--- src/rtl/load_store_unit.sv ---
// Data-memory access stage: one dmem handshake per load/store, load extension,
// pipeline stall while outstanding, misalignment and bus-timeout flags.
module load_store_unit #(
    parameter int unsigned TIMEOUT = 255
) (
    input  logic        clk_in,
    input  logic        reset_in,
    input  logic        mem_op_valid_in,
    input  logic        mem_is_store_in,
    input  logic [2:0]  funct3_in,
    input  logic [31:0] iadder_out_in,
    input  logic [31:0] rs2_in,
    output logic        dmem_req_out,
    output logic        dmem_we_out,
    output logic [31:0] dmem_addr_out,
    output logic [31:0] dmem_wdata_out,
    output logic [3:0]  dmem_be_out,
    input  logic        dmem_ack_in,
    input  logic [31:0] dmem_rdata_in,
    output logic [31:0] lu_output_out,
    output logic        lu_valid_out,
    output logic        stall_out,
    output logic        misaligned_out,
    output logic        bus_error_out
);

    localparam int unsigned CNT_W = 8;
    localparam logic [CNT_W-1:0] CNT_LAST = CNT_W'(TIMEOUT - 1);

    typedef enum logic {
        IDLE = 1'b0,
        BUSY = 1'b1
    } state_t;

    state_t           state;
    state_t           state_next;
    logic [CNT_W-1:0] tmo_cnt;

    // Captured op attributes needed at completion
    logic             op_store;
    logic [2:0]       op_funct3;
    logic [1:0]       op_off;

    logic             legal;
    logic             aligned;
    logic             accept;
    logic             expire;
    logic [31:0]      wdata_next;
    logic [3:0]       be_next;
    logic [31:0]      lane;
    logic [31:0]      lu_next;

    // Decode legality and alignment of the presented op
    always_comb begin
        legal   = 1'b0;
        aligned = 1'b0;
        if (mem_is_store_in) begin
            legal = (funct3_in == 3'b000) || (funct3_in == 3'b001) || (funct3_in == 3'b010);
        end else begin
            legal = (funct3_in == 3'b000) || (funct3_in == 3'b001) || (funct3_in == 3'b010) ||
                    (funct3_in == 3'b100) || (funct3_in == 3'b101);
        end
        case (funct3_in[1:0])
            2'b01:   aligned = ~iadder_out_in[0];
            2'b10:   aligned = (iadder_out_in[1:0] == 2'b00);
            default: aligned = 1'b1;
        endcase
    end

    assign accept    = (state == IDLE) && mem_op_valid_in && legal && aligned;
    assign expire    = (state == BUSY) && !dmem_ack_in && (tmo_cnt == CNT_LAST);
    assign stall_out = accept || ((state == BUSY) && !dmem_ack_in);

    // Store lane replication and byte enables by access size
    always_comb begin
        wdata_next = rs2_in;
        be_next    = 4'b1111;
        case (funct3_in[1:0])
            2'b00: begin
                wdata_next = {4{rs2_in[7:0]}};
                be_next    = 4'b0001 << iadder_out_in[1:0];
            end
            2'b01: begin
                wdata_next = {2{rs2_in[15:0]}};
                be_next    = iadder_out_in[1] ? 4'b1100 : 4'b0011;
            end
            default: begin
                wdata_next = rs2_in;
                be_next    = 4'b1111;
            end
        endcase
    end

    // Load result extraction from the addressed byte lane
    always_comb begin
        lane    = dmem_rdata_in >> {op_off, 3'b000};
        lu_next = lane;
        case (op_funct3)
            3'b000:  lu_next = {{24{lane[7]}}, lane[7:0]};
            3'b100:  lu_next = {24'h0, lane[7:0]};
            3'b001:  lu_next = {{16{lane[15]}}, lane[15:0]};
            3'b101:  lu_next = {16'h0, lane[15:0]};
            default: lu_next = lane;
        endcase
    end

    // FSM state register
    always_ff @(posedge clk_in) begin
        if (reset_in) begin
            state <= IDLE;
        end else begin
            state <= state_next;
        end
    end

    // FSM next-state logic
    always_comb begin
        state_next = state;
        case (state)
            IDLE: begin
                if (accept) begin
                    state_next = BUSY;
                end
            end
            BUSY: begin
                if (dmem_ack_in || expire) begin
                    state_next = IDLE;
                end
            end
            default: state_next = IDLE;
        endcase
    end

    // Registered bus outputs, completion pulses and timeout counter
    always_ff @(posedge clk_in) begin
        if (reset_in) begin
            tmo_cnt        <= '0;
            op_store       <= 1'b0;
            op_funct3      <= 3'b000;
            op_off         <= 2'b00;
            dmem_req_out   <= 1'b0;
            dmem_we_out    <= 1'b0;
            dmem_addr_out  <= '0;
            dmem_wdata_out <= '0;
            dmem_be_out    <= '0;
            lu_output_out  <= '0;
            lu_valid_out   <= 1'b0;
            misaligned_out <= 1'b0;
            bus_error_out  <= 1'b0;
        end else begin
            lu_valid_out   <= 1'b0;
            misaligned_out <= 1'b0;
            bus_error_out  <= 1'b0;
            if (state == IDLE) begin
                if (mem_op_valid_in && legal && !aligned) begin
                    misaligned_out <= 1'b1;
                end
                if (accept) begin
                    tmo_cnt        <= '0;
                    op_store       <= mem_is_store_in;
                    op_funct3      <= funct3_in;
                    op_off         <= iadder_out_in[1:0];
                    dmem_req_out   <= 1'b1;
                    dmem_we_out    <= mem_is_store_in;
                    dmem_addr_out  <= {iadder_out_in[31:2], 2'b00};
                    dmem_wdata_out <= wdata_next;
                    dmem_be_out    <= be_next;
                end
            end else begin
                if (dmem_ack_in) begin
                    dmem_req_out <= 1'b0;
                    if (!op_store) begin
                        lu_output_out <= lu_next;
                        lu_valid_out  <= 1'b1;
                    end
                end else if (expire) begin
                    dmem_req_out  <= 1'b0;
                    bus_error_out <= 1'b1;
                end else begin
                    tmo_cnt <= tmo_cnt + CNT_W'(1);
                end
            end
        end
    end

endmodule

--- config.mk ---
export PLATFORM = sky130hd
export DESIGN_NAME = load_store_unit
export DESIGN_NICKNAME = d
export VERILOG_FILES = /design/src/rtl/load_store_unit.sv
export SDC_FILE = /design/constraint.sdc
export NUM_CORES = 1
export LEC_CHECK = 0
export CORE_MARGIN = 5
export CORE_UTILIZATION = 45
export CTS_BUF_LIST = sky130_fd_sc_hd__clkbuf_8
export DETAILED_ROUTE_END_ITERATION = 10
export PLACE_DENSITY = 0.79
export SYNTH_ARGS = -nofsm -noshare
export SYNTH_HDL_FRONTEND = slang
export SYNTH_SLANG_ARGS = --single-unit
--- constraint.sdc ---
create_clock -name clk_in -period 3 [get_ports clk_in]
set_input_delay 0.6 -clock clk_in [delete_from_list [all_inputs] [get_ports clk_in]]
set_output_delay 0.6 -clock clk_in [all_outputs]
set_load 0.005 [all_outputs]
==> results.json, run 1 <==
{
  "final.fill_count": 890,
  "grt_max_degree": 68,
  "switchingPower_mw": 1.04,
  "fp-row-count": 39,
  "grt_usage_pct": 24.9,
  "final_util_pct": 69.8,
  "drive_gt1_share_pct": 9.57,
  "hold-worst-slack_ns": 0.467,
  "nNetsFinal": 932,
  "p_leak_nw": 2.74,
  "dp_hpwl_um": 12900,
  "power_frac_comb_pct": 18.0,
  "drtIter0Drc": 483,
  "synth_ff_type": "dfxtp_1",
  "hold_class": "register to register",
  "crit_path_top_delay_cell": "clkdlybuf4s50_1",
  "crit_chain": "clkdlybuf4s50_1 > inv_1 > ha_1 > or3b_1 > and3_1 > o21ai_0 > clkbuf_2",
  "yosysSeqAreaShare_pct": 44.2,
  "clk_pin_slew_worst_paths_ns": 0.06,
  "tns_ns": 0,
  "grt.overflow.total": 0,
  "synth_area_per_cell_sq_um": 8.46,
  "critPathLaunchType": "input pin",
  "rsz0062_at_grt": "no",
  "max_stage_delay_ns": 0.42,
  "grt_pass1_vias": 5628,
  "pwr-share-seq_pct": 42.4,
  "status": "complete, no violations",
  "cts_tree": "built",
  "die_area_sq_um": 14000,
  "worst-setup-path-type": "input pin to output pin",
  "ys_types": 47,
  "postCtsSetupBuffers": 0,
  "ant_nets": 0,
  "yosys_warnings": 0,
  "p_clk_share_pct": 39.5,
  "swShare_pct": 26.5,
  "critPathTopFamily": "buffers and inverters",
  "finalMaxSlewViolations": 0,
  "async_flop_share_pct": 0,
  "cp-end-kind": "output pin",
  "area_growth_pct": 51.1,
  "drv_cap": 0,
  "final_cells": 979,
  "multi_input_area_sq_um": 2680,
  "final_hold_viol_count": 0,
  "place_area_sq_um": 7580,
  "critPathMaxFanout": 2,
  "cts_buffers": 17,
  "wire_per_inst_um": 18.4,
  "coreArea_sq_um": 11500,
  "final_area_sq_um": 8010,
  "power_mw": 3.92,
  "clk_path_buf_depth": 2,
  "die_w_um": 119,
  "initial_core_util_pct": 46.2,
  "htreeDepth": 4,
  "gp_congestion": 0.904,
  "dp_cells": 947,
  "worst_pin_slew_ns": 0.704,
  "cts_root_buffer": "clkbuf_8",
  "antenna_found_initial": 0,
  "io_buffers": 207,
  "wl_um": 18000,
  "synth_edf_count": 0,
  "critPathRequiredTime_ns": 2.40,
  "max_freq_mhz": 352,
  "max_slew_margin_pct": 53.1,
  "p_per_area_nw_per_um2": 489,
  "die_height_um": 119,
  "intPower_mw": 2.88,
  "finClkSkew_ns": 0.0113,
  "place_ws_ns": -0.257,
  "synthCells": 626,
  "finalCritPeriodShare_pct": 94.7,
  "setup_viol": 0,
  "crit_buf_inv": 3,
  "postLayoutSetupSlackWorst_ns": 0.160,
  "drc_errors": 0,
  "ys_ff_latch": 117,
  "ir_worst_vdd_mv": 0.350,
  "viasPerCell": 5.79,
  "synth_area_sq_um": 5300,
  "regArea_sq_um": 2340,
  "vias": 5666,
  "first_pass_iters": 5,
  "grt_pass1_wl_um": 28900,
  "cp.arrival_ns": 2.24,
  "clock_latency_ns": 0.43,
  "min_period_ns": 2.84,
  "diodes": 0,
  "ios": 210,
  "cts_sinks": 117
}
[what timing repair did]
action                     4_1_cts  5_1_grt
setup endpoints to repair        1        1
pin swaps                        0        0
gates cloned                     0        0
hold buffers                     0        0
gates resized for setup          1        3
[path summary, 6_finish.rpt]
check,to,startpoint,cells after the start,slack [ns]
min reg2reg,lu_output_out[1],lu_output_out[1],2,0.47
max reg2reg,dmem_be_out[0],state,6,1.08
max,stall_out,funct3_in[0],7,0.16
min,lu_output_out[1],lu_output_out[1],2,0.47
[power by group through the flow]
| stage | Combinational (mW) | Sequential, mW | Clock (mW) |
|---|---|---|---|
| 2_1_floorplan | 0.306 | 1.69 | 0 |
| 3_3_place_gp | 0.688 | 1.69 | 0 |
| 3_5_place_dp | 0.701 | 1.70 | 0 |
| 4_1_cts | 0.704 | 1.66 | 1.57 |
| 5_1_grt | 0.764 | 1.67 | 1.65 |
| 6_report | 0.707 | 1.66 | 1.55 |
[metal layers]
metal / up-vias / part of all wire (%) / global-route usage [%]
li1: 2680 / - / -
met1: 2673 / 41 / 30.6
met2: 287 / 47 / 40.4
met3: 26 / 11 / 9.22
met4: 0 / 1.7 / 8.58
met5: - / 0 / 0
[synth_stat cells, types with 7 or more instances]
master	n	share of area, %
mux2_2	10	2.1
nor3_1	10	0.94
nand2_1	43	3.0
dfxtp_1	117	44
a211oi_1	25	3.5
a22oi_1	8	1.1
buf_2	14	1.3
clkbuf_1	37	2.6
a311oi_1	19	3.1
nand2b_1	17	2.0
nor2b_1	7	0.83
nor2_1	32	2.3
mux2i_1	19	3.6
nand3_1	47	4.4
o2bb2ai_1	7	1.2
a21oi_1	98	9.3
o21ai_0	47	4.4
o211ai_1	11	1.6
[worst min-delay path: cells and delay by family (launching register included)]
| kind | cells | cell delay, ns |
|---|---|---|
| AO/OA/AOI/OAI | 1 | 0.05 |
| AND/OR/NAND/NOR | 1 | 0.05 |
| flip-flops | 1 | 0.31 |
[area by class of cell]
type                            count  share of cell area [%]
Timing Repair Buffer              239                    29.4
Tap cell                          143                    2.23
Clock buffer                       20                    3.44
Multi-Input combinational cell    443                    33.5
Clock inverter                     12                    1.91
Sequential cell                   117                    29.3
Inverter                            5                   0.234
[kinds of logic (layout without fill, tap and decap cells)]
logic type,count (synthesis),in the layout,share of synthesized area [%]
AO/OA/AOI/OAI,230,230,26.7
XOR/XNOR,3,3,0.496
adder cells (fa/ha/maj),5,5,1.18
buffers and inverters,67,276,5.38
flip-flops,117,117,44.2
multiplexers,30,30,6.14
other,1,2,0.0708
AND/OR/NAND/NOR,173,173,15.8
[state kept, by name, summed over array words and instances, names as in the netlist, 2 cells and up]
signal	count
op_off	2
dmem_be_out	4
lu_output_out	32
dmem_wdata_out	32
tmo_cnt	8
dmem_addr_out	30
op_funct3	3
[layout by cell type (no fill, tap or decap), types with 2 or more instances in the layout]
cell,count
a211oi_1,25
a21o_1,2
a21oi_1,98
a22oi_1,8
a311oi_1,19
and3_1,4
buf_12,4
buf_4,29
bufinv_16,3
clkbuf_8,20
clkdlybuf4s50_1,205
clkinvlp_4,5
conb_1,2
dfxtp_1,117
ha_1,5
inv_1,7
inv_6,2
mux2_2,10
mux2i_1,19
nand2_1,43
nand2b_1,17
nand3_1,46
nor2_1,30
nor2_2,2
nor2b_1,7
nor3_1,10
nor3b_1,4
o211ai_1,11
o21ai_0,47
o21ai_1,3
o21bai_1,2
o2bb2ai_1,7
or3_1,2
xor2_1,3
No activity file was read; power rests on OpenSTA's default activity.
==> run 2: changes to the inputs <==
--- a/constraint.sdc
+++ b/constraint.sdc
@@ -3,2 +3,2 @@
 set_output_delay 0.6 -clock clk_in [all_outputs]
-set_load 0.005 [all_outputs]
+set_load 0.1 [all_outputs]
==> run 2 against run 1 <==
- design area fell by 3.6%
- die area did not move
- via count fell by 3.1%
- sequential share of layout area rose by 1.1 points
- utilization fell by 2.5 points
- count of clock-buffer cells in the layout did not move
- worst setup slack got worse by 0.029 ns
- cell count fell by 1.6%
- maximum frequency fell by 1.0%
==> results.json, run 2 (synthesis gave the netlist of run 1 again) <==
{
  "use_met1_pct": 28.4,
  "grt_pass1_wl_um": 27900,
  "met2_usage_pct": 40.0,
  "worst_pin_slew_ns": 0.673,
  "reg.largest.list": "dmem_wdata_out (32), lu_output_out (32), dmem_addr_out (30)",
  "gr-max-usage-layer": "met2",
  "tns_ns": 0,
  "die_w_um": 119,
  "cp.arrival_ns": 2.27,
  "critPathRequiredTime_ns": 2.40,
  "postLayoutSetupSlackWorst_ns": 0.131,
  "cts_tree": "built",
  "die_height_um": 119,
  "htreeDepth": 4,
  "finalMaxSlewViolations": 0,
  "final_hold_viol_count": 0,
  "cts-resized-gates": 0,
  "initial_core_util_pct": 46.2,
  "p_clk_share_pct": 37.0,
  "place_ws_ns": 0.126,
  "grt.overflow.total": 0,
  "area_growth_pct": 45.7,
  "critPathMaxFanout": 4,
  "setup_viol": 0,
  "die_area_sq_um": 14000,
  "vias": 5492,
  "fp-row-count": 39,
  "rr_startpoint": "op_off[1]",
  "final_cell_mix": "dfxtp_1, buf_4, clkdlybuf4s50_1",
  "cp-end-kind": "output pin",
  "postCtsSetupBuffers": 0,
  "status": "complete, no violations",
  "diodes": 0,
  "postCtsHoldBufs": 0,
  "critPathLaunchType": "input pin",
  "reg2reg_slack_ns": 0.88,
  "coreArea_sq_um": 11500,
  "wl_um": 17500,
  "grt_usage_pct": 24.1,
  "drtIter0Drc": 372,
  "hold_depth": 2,
  "p_per_area_nw_per_um2": 578,
  "grt_max_degree": 63,
  "min_period_ns": 2.87,
  "cts_root_buffer": "clkbuf_8",
  "max_slew_margin_pct": 55.2,
  "worst-setup-path-type": "input pin to output pin",
  "cts_buffers": 17,
  "p_leak_nw": 2.92,
  "ios": 210,
  "nNetsFinal": 917,
  "rsz0062_at_grt": "no",
  "max_freq_mhz": 349,
  "wire_per_inst_um": 18.1,
  "min_to": "lu_output_out[1]",
  "switchingPower_mw": 1.45,
  "finalCritPeriodShare_pct": 95.6,
  "grt_pass1_vias": 5443,
  "final_common_cell": "dfxtp_1",
  "hold_class": "register to register",
  "dp_hpwl_um": 12600,
  "viasPerCell": 5.70,
  "power_frac_comb_pct": 25.7,
  "timing.rr.end": "lu_output_out[17]",
  "clk_path_buf_depth": 2,
  "cts_sinks": 117,
  "gp_congestion": 0.892,
  "antenna_found_initial": 0,
  "io_buffers": 207,
  "clock_latency_ns": 0.42,
  "first_pass_iters": 7,
  "ir_worst_vdd_mv": 0.339,
  "clk_pin_slew_worst_paths_ns": 0.06,
  "intPower_mw": 3.01,
  "drive_gt1_share_pct": 20.5,
  "met3_usage_pct": 9.84,
  "finClkSkew_ns": 0.00754,
  "worstRegToRegCells": 4,
  "drc_errors": 0,
  "ant_nets": 0,
  "hold_start": "lu_output_out[1]",
  "pwr-share-seq_pct": 37.3,
  "final.fill_count": 937,
  "swShare_pct": 32.5,
  "drv_cap": 0
}
run 2: changes by cell type in the layout (fill, tap and decap cells not counted), moves of 3 or more:
cell	previous run	this run
buf_4	29	115
clkinv_2	0	3
clkdlybuf4s50_1	205	102
clkinvlp_4	5	0
buf_12	4	7
run 2: critical path: stages:
cell	delay, ns
clkdlybuf4s50_1	0.54
ha_1	0.18
or3b_1	0.38
and3_1	0.22
o21ai_4	0.15
buf_12	0.19
run 2: how the worst max path moves through the flow:
stage	startpoint	end	slack [ns]
3_5_place_dp	funct3_in[0]	dmem_be_out[0]	0.13
6_report	funct3_in[1]	stall_out	0.13
4_1_cts	funct3_in[0]	stall_out	0.12
2_1_floorplan	funct3_in[1]	stall_out	0.01
5_1_grt	funct3_in[0]	stall_out	0.06
3_3_place_gp	funct3_in[0]	stall_out	0.16
run 2: final cells by class:
cell class | instances | area [sq um] | share of cell area (%)
Clock buffer | 20 | 275 | 3.57
Sequential cell | 117 | 2340 | 30.4
Inverter | 5 | 18.8 | 0.243
Tap cell | 143 | 179 | 2.32
Timing Repair Buffer | 224 | 2020 | 26.2
Multi-Input combinational cell | 443 | 2700 | 34.9
Clock inverter | 11 | 181 | 2.35
run 2: per-stage QoR:
step | hold WS [ns] | cell area, sq um | instances | total power [mW] | util [%]
after global routing | 0.491 | 7720 | 963 | 4.64 | 67.3
final | 0.462 | 7720 | 963 | 4.46 | 67.3
after detailed placement | 0.456 | 7260 | 932 | 2.84 | 63.3
after CTS | 0.464 | 7720 | 963 | 4.48 | 67.3
after global placement | 0.445 | 7260 | 932 | 2.83 | 63.3
after floorplan | 0.452 | 5310 | 627 | 2.47 | -
run 2: power groups by stage:
stage	registers (mW)	clock network [mW]	logic (mW)
global placement	1.70	0	1.13
finish	1.67	1.65	1.15
global route	1.67	1.76	1.20
CTS	1.66	1.67	1.15
floorplan	2.14	0	0.329
detailed placement	1.70	0	1.14
run 2: routing by layer:
metal / vias up / share of wire, %
met3: 23 / 11
li1: 2647 / -
met2: 259 / 48
met1: 2563 / 40
met5: - / 0
met4: 0 / 1.5
